[src/rtl/stage4_mem_wb_pkg.sv]
// Shared definitions for the MEM stage: FSM encodings, word-alignment mask,
// write-back record and the write-back bubble helper.
package stage4_mem_wb_pkg;

  // Data-memory port controller states.
  typedef enum logic {
    ST_IDLE   = 1'b0,
    ST_ACCESS = 1'b1
  } mem_state_e;

  // Clears the byte-offset bits to form a word address.
  localparam logic [31:0] WORD_ALIGN_MASK = 32'hFFFF_FFFC;

  // Default number of ACCESS cycles allowed before an access is aborted.
  localparam int DEFAULT_TIMEOUT = 16;

  // Contents of the MEM/WB pipeline register.
  typedef struct packed {
    logic        regwrite;
    logic [4:0]  wrreg;
    logic [31:0] wrdata;
  } wb_t;

  // A bubble drops the write enable but keeps wrreg/wrdata unchanged.
  function automatic wb_t wb_bubble(input wb_t cur);
    wb_t b;
    b          = cur;
    b.regwrite = 1'b0;
    return b;
  endfunction

  // Word accesses must have the two low address bits clear.
  function automatic logic is_misaligned(input logic [31:0] addr);
    return (addr & ~WORD_ALIGN_MASK) != 32'd0;
  endfunction

endpackage

[src/rtl/stage4_mem_wb_dmem_port.sv]
// Data-memory port controller: IDLE/ACCESS FSM, request registers held stable
// for the whole access, timeout counter and the sticky error flag.
module stage4_mem_wb_dmem_port
  import stage4_mem_wb_pkg::*;
#(
  parameter int TIMEOUT = DEFAULT_TIMEOUT
) (
  input  logic        clk,
  input  logic        reset,
  input  logic        i_memop,
  input  logic        i_misaligned,
  input  logic        i_we,
  input  logic [31:0] i_addr,
  input  logic [31:0] i_wdata,
  input  logic [4:0]  i_wrreg,
  input  logic        i_memtoreg,
  input  logic        i_regwrite,
  input  logic        i_ack,
  output logic        o_idle,
  output logic        o_stall,
  output logic        o_done,
  output logic        o_req,
  output logic        o_we,
  output logic [31:0] o_addr,
  output logic [31:0] o_wdata,
  output logic [4:0]  o_wrreg,
  output logic        o_memtoreg,
  output logic        o_regwrite,
  output logic        o_mem_err
);

  localparam int            CW       = (TIMEOUT > 2) ? $clog2(TIMEOUT) : 1;
  localparam logic [CW-1:0] CNT_LAST = CW'(TIMEOUT - 1);

  mem_state_e    r_state;
  mem_state_e    w_next_state;
  logic [CW-1:0] r_cnt;
  logic          w_accept;
  logic          w_timeout;
  logic          w_bad_addr;

  // State register; reset returns to IDLE, which drops dmem_req at once.
  // NOTE: clocked state uses non-blocking assignments so every register
  // samples pre-edge values regardless of statement order.
  always_ff @(posedge clk or posedge reset) begin
    if (reset) r_state <= ST_IDLE;
    else       r_state <= w_next_state;
  end

  // Next-state, stall and completion decode.
  // NOTE: every output of this block gets a default first so no path leaves
  // a value unassigned and no latch is inferred.
  always_comb begin
    w_next_state = r_state;
    w_accept     = 1'b0;
    w_timeout    = 1'b0;
    o_stall      = 1'b0;
    o_done       = 1'b0;
    unique case (r_state)
      ST_IDLE: begin
        if (i_memop && !i_misaligned) begin
          w_accept     = 1'b1;
          o_stall      = 1'b1;
          w_next_state = ST_ACCESS;
        end
      end
      ST_ACCESS: begin
        if (i_ack) begin
          // Ack wins over a coincident timeout.
          o_done       = 1'b1;
          w_next_state = ST_IDLE;
        end else if (r_cnt == CNT_LAST) begin
          w_timeout    = 1'b1;
          w_next_state = ST_IDLE;
        end else begin
          o_stall      = 1'b1;
        end
      end
      default: w_next_state = ST_IDLE;
    endcase
  end

  assign w_bad_addr = (r_state == ST_IDLE) && i_memop && i_misaligned;
  assign o_idle     = (r_state == ST_IDLE);
  assign o_req      = (r_state == ST_ACCESS);

  // Request registers are captured on acceptance and held through the access.
  always_ff @(posedge clk or posedge reset) begin
    if (reset) begin
      o_we       <= 1'b0;
      o_addr     <= '0;
      o_wdata    <= '0;
      o_wrreg    <= '0;
      o_memtoreg <= 1'b0;
      o_regwrite <= 1'b0;
    end else if (w_accept) begin
      o_we       <= i_we;
      o_addr     <= i_addr & WORD_ALIGN_MASK;
      o_wdata    <= i_wdata;
      o_wrreg    <= i_wrreg;
      o_memtoreg <= i_memtoreg;
      o_regwrite <= i_regwrite;
    end
  end

  // Timeout counter: cleared on entry to ACCESS, counts each ACCESS cycle.
  always_ff @(posedge clk or posedge reset) begin
    if (reset)                      r_cnt <= '0;
    else if (w_accept)              r_cnt <= '0;
    else if (r_state == ST_ACCESS)  r_cnt <= r_cnt + CW'(1);
  end

  // Sticky error flag: misaligned address or aborted access; cleared by reset only.
  always_ff @(posedge clk or posedge reset) begin
    if (reset)                        o_mem_err <= 1'b0;
    else if (w_bad_addr || w_timeout) o_mem_err <= 1'b1;
  end

endmodule

[src/rtl/stage4_mem_wb.sv]
// Stage 4 (MEM) of the five-stage MIPS pipeline plus the MEM/WB register.
// Loads/stores go through a req/ack data-memory port; the WB register drives
// the register-file write interface in ID.
module stage4_mem_wb
  import stage4_mem_wb_pkg::*;
#(
  parameter int TIMEOUT = DEFAULT_TIMEOUT
) (
  input  logic        clk,
  input  logic        reset,
  input  logic        valid_in,
  input  logic        memread,
  input  logic        memwrite,
  input  logic        memtoreg,
  input  logic        regwrite_in,
  input  logic [4:0]  wrreg_in,
  input  logic [31:0] alu_result,
  input  logic [31:0] store_data,
  output logic        stall,
  output logic        dmem_req,
  output logic        dmem_we,
  output logic [31:0] dmem_addr,
  output logic [31:0] dmem_wdata,
  input  logic [31:0] dmem_rdata,
  input  logic        dmem_ack,
  output logic        regwrite,
  output logic [4:0]  wrreg,
  output logic [31:0] wrdata,
  output logic        mem_err
);

  logic        w_memop;
  logic        w_misaligned;
  logic        w_idle;
  logic        w_done;
  logic [4:0]  w_lat_wrreg;
  logic        w_lat_memtoreg;
  logic        w_lat_regwrite;
  wb_t         r_wb;
  wb_t         w_wb_next;

  assign w_memop      = valid_in && (memread || memwrite);
  assign w_misaligned = w_memop && is_misaligned(alu_result);

  stage4_mem_wb_dmem_port #(
    .TIMEOUT (TIMEOUT)
  ) u_dmem_port (
    .clk          (clk),
    .reset        (reset),
    .i_memop      (w_memop),
    .i_misaligned (w_misaligned),
    .i_we         (memwrite),
    .i_addr       (alu_result),
    .i_wdata      (store_data),
    .i_wrreg      (wrreg_in),
    .i_memtoreg   (memtoreg),
    .i_regwrite   (regwrite_in),
    .i_ack        (dmem_ack),
    .o_idle       (w_idle),
    .o_stall      (stall),
    .o_done       (w_done),
    .o_req        (dmem_req),
    .o_we         (dmem_we),
    .o_addr       (dmem_addr),
    .o_wdata      (dmem_wdata),
    .o_wrreg      (w_lat_wrreg),
    .o_memtoreg   (w_lat_memtoreg),
    .o_regwrite   (w_lat_regwrite),
    .o_mem_err    (mem_err)
  );

  // Write-back mux: completed access, pass-through ALU op, or bubble.
  always_comb begin
    w_wb_next = wb_bubble(r_wb);
    if (w_done) begin
      w_wb_next.regwrite = w_lat_regwrite;
      w_wb_next.wrreg    = w_lat_wrreg;
      // The latched address is the latched ALU result (aligned by construction).
      w_wb_next.wrdata   = w_lat_memtoreg ? dmem_rdata : dmem_addr;
    end else if (w_idle && valid_in && !w_memop) begin
      w_wb_next.regwrite = regwrite_in;
      w_wb_next.wrreg    = wrreg_in;
      w_wb_next.wrdata   = alu_result;
    end
  end

  // MEM/WB register, loaded every edge.
  always_ff @(posedge clk or posedge reset) begin
    if (reset) r_wb <= '0;
    else       r_wb <= w_wb_next;
  end

  assign regwrite = r_wb.regwrite;
  assign wrreg    = r_wb.wrreg;
  assign wrdata   = r_wb.wrdata;

endmodule

[config.mk]
export PLATFORM = sky130hd
export DESIGN_NAME = stage4_mem_wb
export DESIGN_NICKNAME = d
export VERILOG_FILES = /design/src/rtl/stage4_mem_wb_pkg.sv /design/src/rtl/stage4_mem_wb_dmem_port.sv /design/src/rtl/stage4_mem_wb.sv
export SDC_FILE = /design/constraint.sdc
export NUM_CORES = 1
export LEC_CHECK = 0
export CAP_MARGIN = 20
export CORE_UTILIZATION = 45
export CTS_BUF_LIST = sky130_fd_sc_hd__clkbuf_4 sky130_fd_sc_hd__clkbuf_8
export CTS_CLUSTER_SIZE = 25
export DETAILED_ROUTE_END_ITERATION = 10
export PLACE_DENSITY = 0.88
export SYNTH_ARGS = -nofsm -noshare
export SYNTH_HDL_FRONTEND = slang
export SYNTH_HIERARCHICAL = 1
export SYNTH_SLANG_ARGS = --single-unit
[constraint.sdc]
create_clock -name clk -period 3.3 [get_ports clk]
set_input_delay 0.66 -clock clk [delete_from_list [all_inputs] [get_ports clk]]
set_output_delay 0.66 -clock clk [all_outputs]
set_load 0.02 [all_outputs]
* Yosys cells after proc, flatten, opt, wreduce, memory -nomap -nowiden
Index checks and enable logic that the tools add are counted.
Storage, ports and cells: bits of input ports 109, output and inout port bits 106, register bits 114, word-level logic and storage cells 44
Operators by class: bitwise gates (word level) 1, $add $sub $neg 1, equal/unequal tests 1, muxes and demuxes 15, reduce and logical (&&, ||, !) cells 14
Operators by type and width (number):
- $mux W38 | 2
- $mux W32 | 1
- $reduce_bool A32 Y1 | 1
- $mux W1 | 9
- $mux W4 | 2
- $logic_and A1 B1 Y1 | 7
- $add A4 B1 Y4 const B | 1
- $eq A4 B4 Y1 const B | 1
- $reduce_bool A2 Y1 | 2
- $logic_not A1 Y1 | 2
- $logic_or A1 B1 Y1 | 2
- $pmux W1 S2 | 1
- $not A1 Y1 | 1

* Longest topological paths before layout
depth after elaboration 8, depth in mapped cells 7, gate-level depth less buffers 5

* Hierarchy
The synthesis kept the hierarchy.
By module, submodules not included:
- stage4_mem_wb_dmem_port | seq. area each 1901.8 um^2, cells each 180, times used 1, area each 3235.6 um^2
- stage4_mem_wb | seq. area each 950.9 um^2, cells each 169, times used 1, area each 2152.1 um^2

* Worst setup path before layout
OpenSTA, ideal clock, no wires.
kind input to output, start input port memwrite, end output port stall, path slack 0.711 ns, buffers on the path 2, required time 2.640 ns, stages on the path 6, arrival 1.929 ns, cell sequence o21a_1 -> o21a_1 -> or3b_1 -> buf_6 -> buf_8 -> o21ai_0
On the way: longest elaborated chain between the ends 7
Ends and longest elaborated chain:
- from (decl) | RTL line stage4_mem_wb.sv:13 | input logic memwrite,
- $logic_or A1 B1 Y1 | RTL line stage4_mem_wb.sv:42 | assign w_memop = valid_in && (memread || memwrite);
- $logic_and A1 B1 Y1 | RTL line stage4_mem_wb.sv:42
- $logic_and A1 B1 Y1 | RTL line stage4_mem_wb.sv:43 | assign w_misaligned = w_memop && is_misaligned(alu_result);
- via w_misaligned | RTL line stage4_mem_wb.sv:33 | logic w_misaligned;
- $logic_not A1 Y1 | RTL line stage4_mem_wb_dmem_port.sv:61 | if (i_memop && !i_misaligned) begin
- $logic_and A1 B1 Y1 | RTL line stage4_mem_wb_dmem_port.sv:61
- $mux W1 | RTL line stage4_mem_wb_dmem_port.sv:61
- $pmux W1 S2 | RTL line stage4_mem_wb_dmem_port.sv:59 | unique case (r_state)
- to (decl) | RTL line stage4_mem_wb.sv:19 | output logic stall,
The timed path passes the listed nets, and every way through them passes these cells.

* Worst setup path after layout
start input port memwrite, end output port stall
On the way: longest elaborated chain between the ends 7
Ends and longest elaborated chain:
- $logic_or A1 B1 Y1 | RTL line stage4_mem_wb.sv:42
- $logic_and A1 B1 Y1 | RTL line stage4_mem_wb.sv:42
- via w_memop | RTL line stage4_mem_wb.sv:32 | logic w_memop;
- $logic_and A1 B1 Y1 | RTL line stage4_mem_wb.sv:43
- via w_misaligned | RTL line stage4_mem_wb.sv:33
- $logic_not A1 Y1 | RTL line stage4_mem_wb_dmem_port.sv:61
- $logic_and A1 B1 Y1 | RTL line stage4_mem_wb_dmem_port.sv:61
- $mux W1 | RTL line stage4_mem_wb_dmem_port.sv:61
- $pmux W1 S2 | RTL line stage4_mem_wb_dmem_port.sv:59
The timed path passes the listed nets, and every way through them passes these cells.

==> metrics.txt <==
Worst-path clk slew roughly 0.07 ns; Pre-antenna DRT Iters 7; CTS buffer count 17; critical path's largest stage delay between 0.4 and 0.5 ns; fin crit share just under 90%; failing checks DRC; worst-path cell with the longest stage delay clkdlybuf4s50_1; Post-route DRC 28; crit-path cells clkdlybuf4s50_1 -> o21a_1 -> o21a_1 -> or3b_4 -> o21ai_0 -> dlymetal6s2s_1; largest net degree at the start of global routing between 60 and 70; CTS tree done; startpoint types input pin; Final ANT Viol Nets 0; Core Region about 12000 um2; Final min period 2.897 ns; final setup fails 0; cell area after layout ~8000 um2; worst ir drop on vdd about 0.46 mV; Mean Syn Cell Area about 15 um2; Power Internal around 4.2 mW; sequential power share between 30% and 40%; Hold Path Class reg -> reg; Die Span Y about 110 um; CP top delay family buffers and inverters; P per Cell Area just under 800 nW/um2; worst path arrival time about 2.2 ns; Req. time, crit path roughly 2.6 ns; total track usage 22.82%; Seq/Total Area, Yosys ~53%; RSZ-0062 raised after global routing false; dpl ws around 0.025 ns; antenna violations before repair 0; # Post-CTS Setup Buffers 0; CP bufs+invs 2; Yosys Warn Count 6; Async SR Flop Fraction 100.0%; Routability Congestion 0.7660; Slew Viols, Final 0; CP endpoint kind output port; top_reg_cell synth dfrtp_1; dpl cell area between 7000 and 8000 um2; Tightest Pin Transition approximately 1.1 ns; area delta synth->final 48.51%; critical path class in -> out; Vias ~3700; total wire length 13.58 mm; number of synthesized register bits roughly 110; DRT iter0 DRCs roughly 150; CP max FO 3; initial core utilization 46.59%; fin nets roughly 680; IO Count around 220; Max Root-Sink Buffers 2; # resized after CTS 0; DIE AREA about 12000 um2; Worst slew margin 26.39%; total negative setup slack 0 ns; clock network power share 23.4%; Synth cell types 25; vias in the first global route approximately 4200; share of cells above drive strength 1 ~20%; outcome complete, but fails checks; Worst-Skew Late Latency about 0.42 ns; Mapped Area ~5400 um2; Via density 5.080; IO Port Bufs approximately 210; Worst Slack Setup Final ~0.40 ns; Fin. Hold Viols 0; Pleak 3.547 nW; EDFF count, synth 0; num rows 39; clock tree sinks between 100 and 150; Logic pwr share around two fifths; Max Cap Viol 0; H-tree levels 4; Clock Skews 0.009474 ns; Die Wd approximately 110 um; ANT cells 0; Detail Placement HPWL between 9 and 10 mm; Psw ~2.1 mW; Sw Ratio about a third; CTS root buf clkbuf_8; first-pass GRT wire length ~22 mm; most frequent CP cell o21a_1; Post-CTS Hold Fix Bufs 0; GRT overflow 0; Routed WL per cell approximately 19 um; Max Clk Rate between 300 and 400 MHz; Post-Syn Instances 349
[sequential cells by signal (all words and copies together) (netlist names)]
signal                  cells
regwrite                    1
u_dmem_port/o_we            1
u_dmem_port/o_addr         30
u_dmem_port/o_regwrite      1
wrdata                     32
wrreg                       5
u_dmem_port/o_wrreg         5
u_dmem_port/r_cnt           4
u_dmem_port/o_memtoreg      1
u_dmem_port/o_wdata        32
u_dmem_port/o_mem_err       1
u_dmem_port/o_req           1
[cell type report]
class	instances	area [um2]
Tap cell	143	178.9
Multi-Input combinational cell	210	2267
Clock inverter	9	151.4
Inverter	3	12.51
Sequential cell	114	2854
Clock buffer	22	302.8
Timing Repair Buffer	220	2235
Fill cell	796	3563
[placed cells by master (no fill, tap or decap), types with 2 or more instances in the layout]
cell type        netlist  layout
nand2_1               10      10
conb_1                 1       2
buf_12                 8       4
mux2_4                67      67
buf_4                  4       4
clkbuf_8               0      22
mux2_2                 3       3
o21ai_0               12      12
clkinv_2               0       4
dfrtp_1              114     113
mux2i_1              101     101
o21a_1                 2       2
clkdlybuf4s50_1        0     211
bufinv_16              0       4
nand3_1                4       4
[per-stage QoR]
step                std cells  hold WS (ns)  total power, mW  util (%)
finish                    721        0.4992            6.264     69.19
global route              721        0.5214            6.552     69.19
CTS                       721        0.5033            6.311     69.17
detailed placement        690        0.4822            4.819     65.24
global placement          690        0.4710            4.723     65.24
floorplan                 350        0.4501            3.582         -
[cell families after synthesis]
logic type / after synthesis / synth area share [%]
AO/OA/AOI/OAI: 15 / 1.510
adder cells (fa/ha/maj): 1 / 0.2322
AND/OR/NAND/NOR: 21 / 2.067
other: 1 / 0.06960
buffers and inverters: 26 / 5.109
flip-flops: 114 / 52.95
multiplexers: 171 / 38.06
[cells in the mapped netlist (2+ instances only)]
cell type | number | area (um2)
dfrtp_1 | 114 | 2853
mux2i_1 | 101 | 1011
mux2_4 | 67 | 1006
o21ai_0 | 12 | 60.06
nand2_1 | 10 | 37.54
buf_12 | 8 | 160.2
buf_2 | 5 | 25.02
buf_4 | 4 | 30.03
nand3_1 | 4 | 20.02
clkbuf_1 | 3 | 11.26
inv_1 | 3 | 11.26
mux2_2 | 3 | 33.78
buf_6 | 2 | 22.52
o21a_1 | 2 | 15.01
[power groups by stage]
stage | Sequential [mW] | Clock, mW | Combinational [mW]
floorplan | 2.69 | 0 | 0.893
global placement | 2.22 | 0 | 2.50
detailed placement | 2.26 | 0 | 2.56
CTS | 2.25 | 1.49 | 2.57
global route | 2.31 | 1.56 | 2.68
finish | 2.25 | 1.47 | 2.55
[layer usage]
layer	GRT usage, %	wire length, um	share of wire [%]
met2	40.75	7133	53
met5	0	0	0
met1	26.98	5542	41
met3	4.682	702	5.2
met4	8.829	200	1.5
[path summary, 6_finish.rpt]
check / from / to / slack [ns] / cells after the start
min in group asynchronous: reset / u_dmem_port/o_addr[29]$_DFFE_PP0P_ / 0.71 / 2
setup / recovery: memwrite / stall / 0.40 / 6
hold reg to reg: u_dmem_port/o_wrreg[3]$_DFFE_PP0P_ / wrreg[3]$_DFFE_PP0P_ / 0.50 / 2
max in group asynchronous: reset / wrreg[2]$_DFFE_PP0P_ / 1.90 / 2
setup reg to reg: u_dmem_port/o_req$_DFF_PP0_ / u_dmem_port/o_addr[22]$_DFFE_PP0P_ / 1.34 / 4
hold / removal: u_dmem_port/o_wrreg[3]$_DFFE_PP0P_ / wrreg[3]$_DFFE_PP0P_ / 0.50 / 2
[worst min-delay path: stages, from the launching register on]
cell and delay (ns):
dfrtp_1 0.35, nand2_1 0.05, o21ai_0 0.07
(Power assumes the default switching activity.)
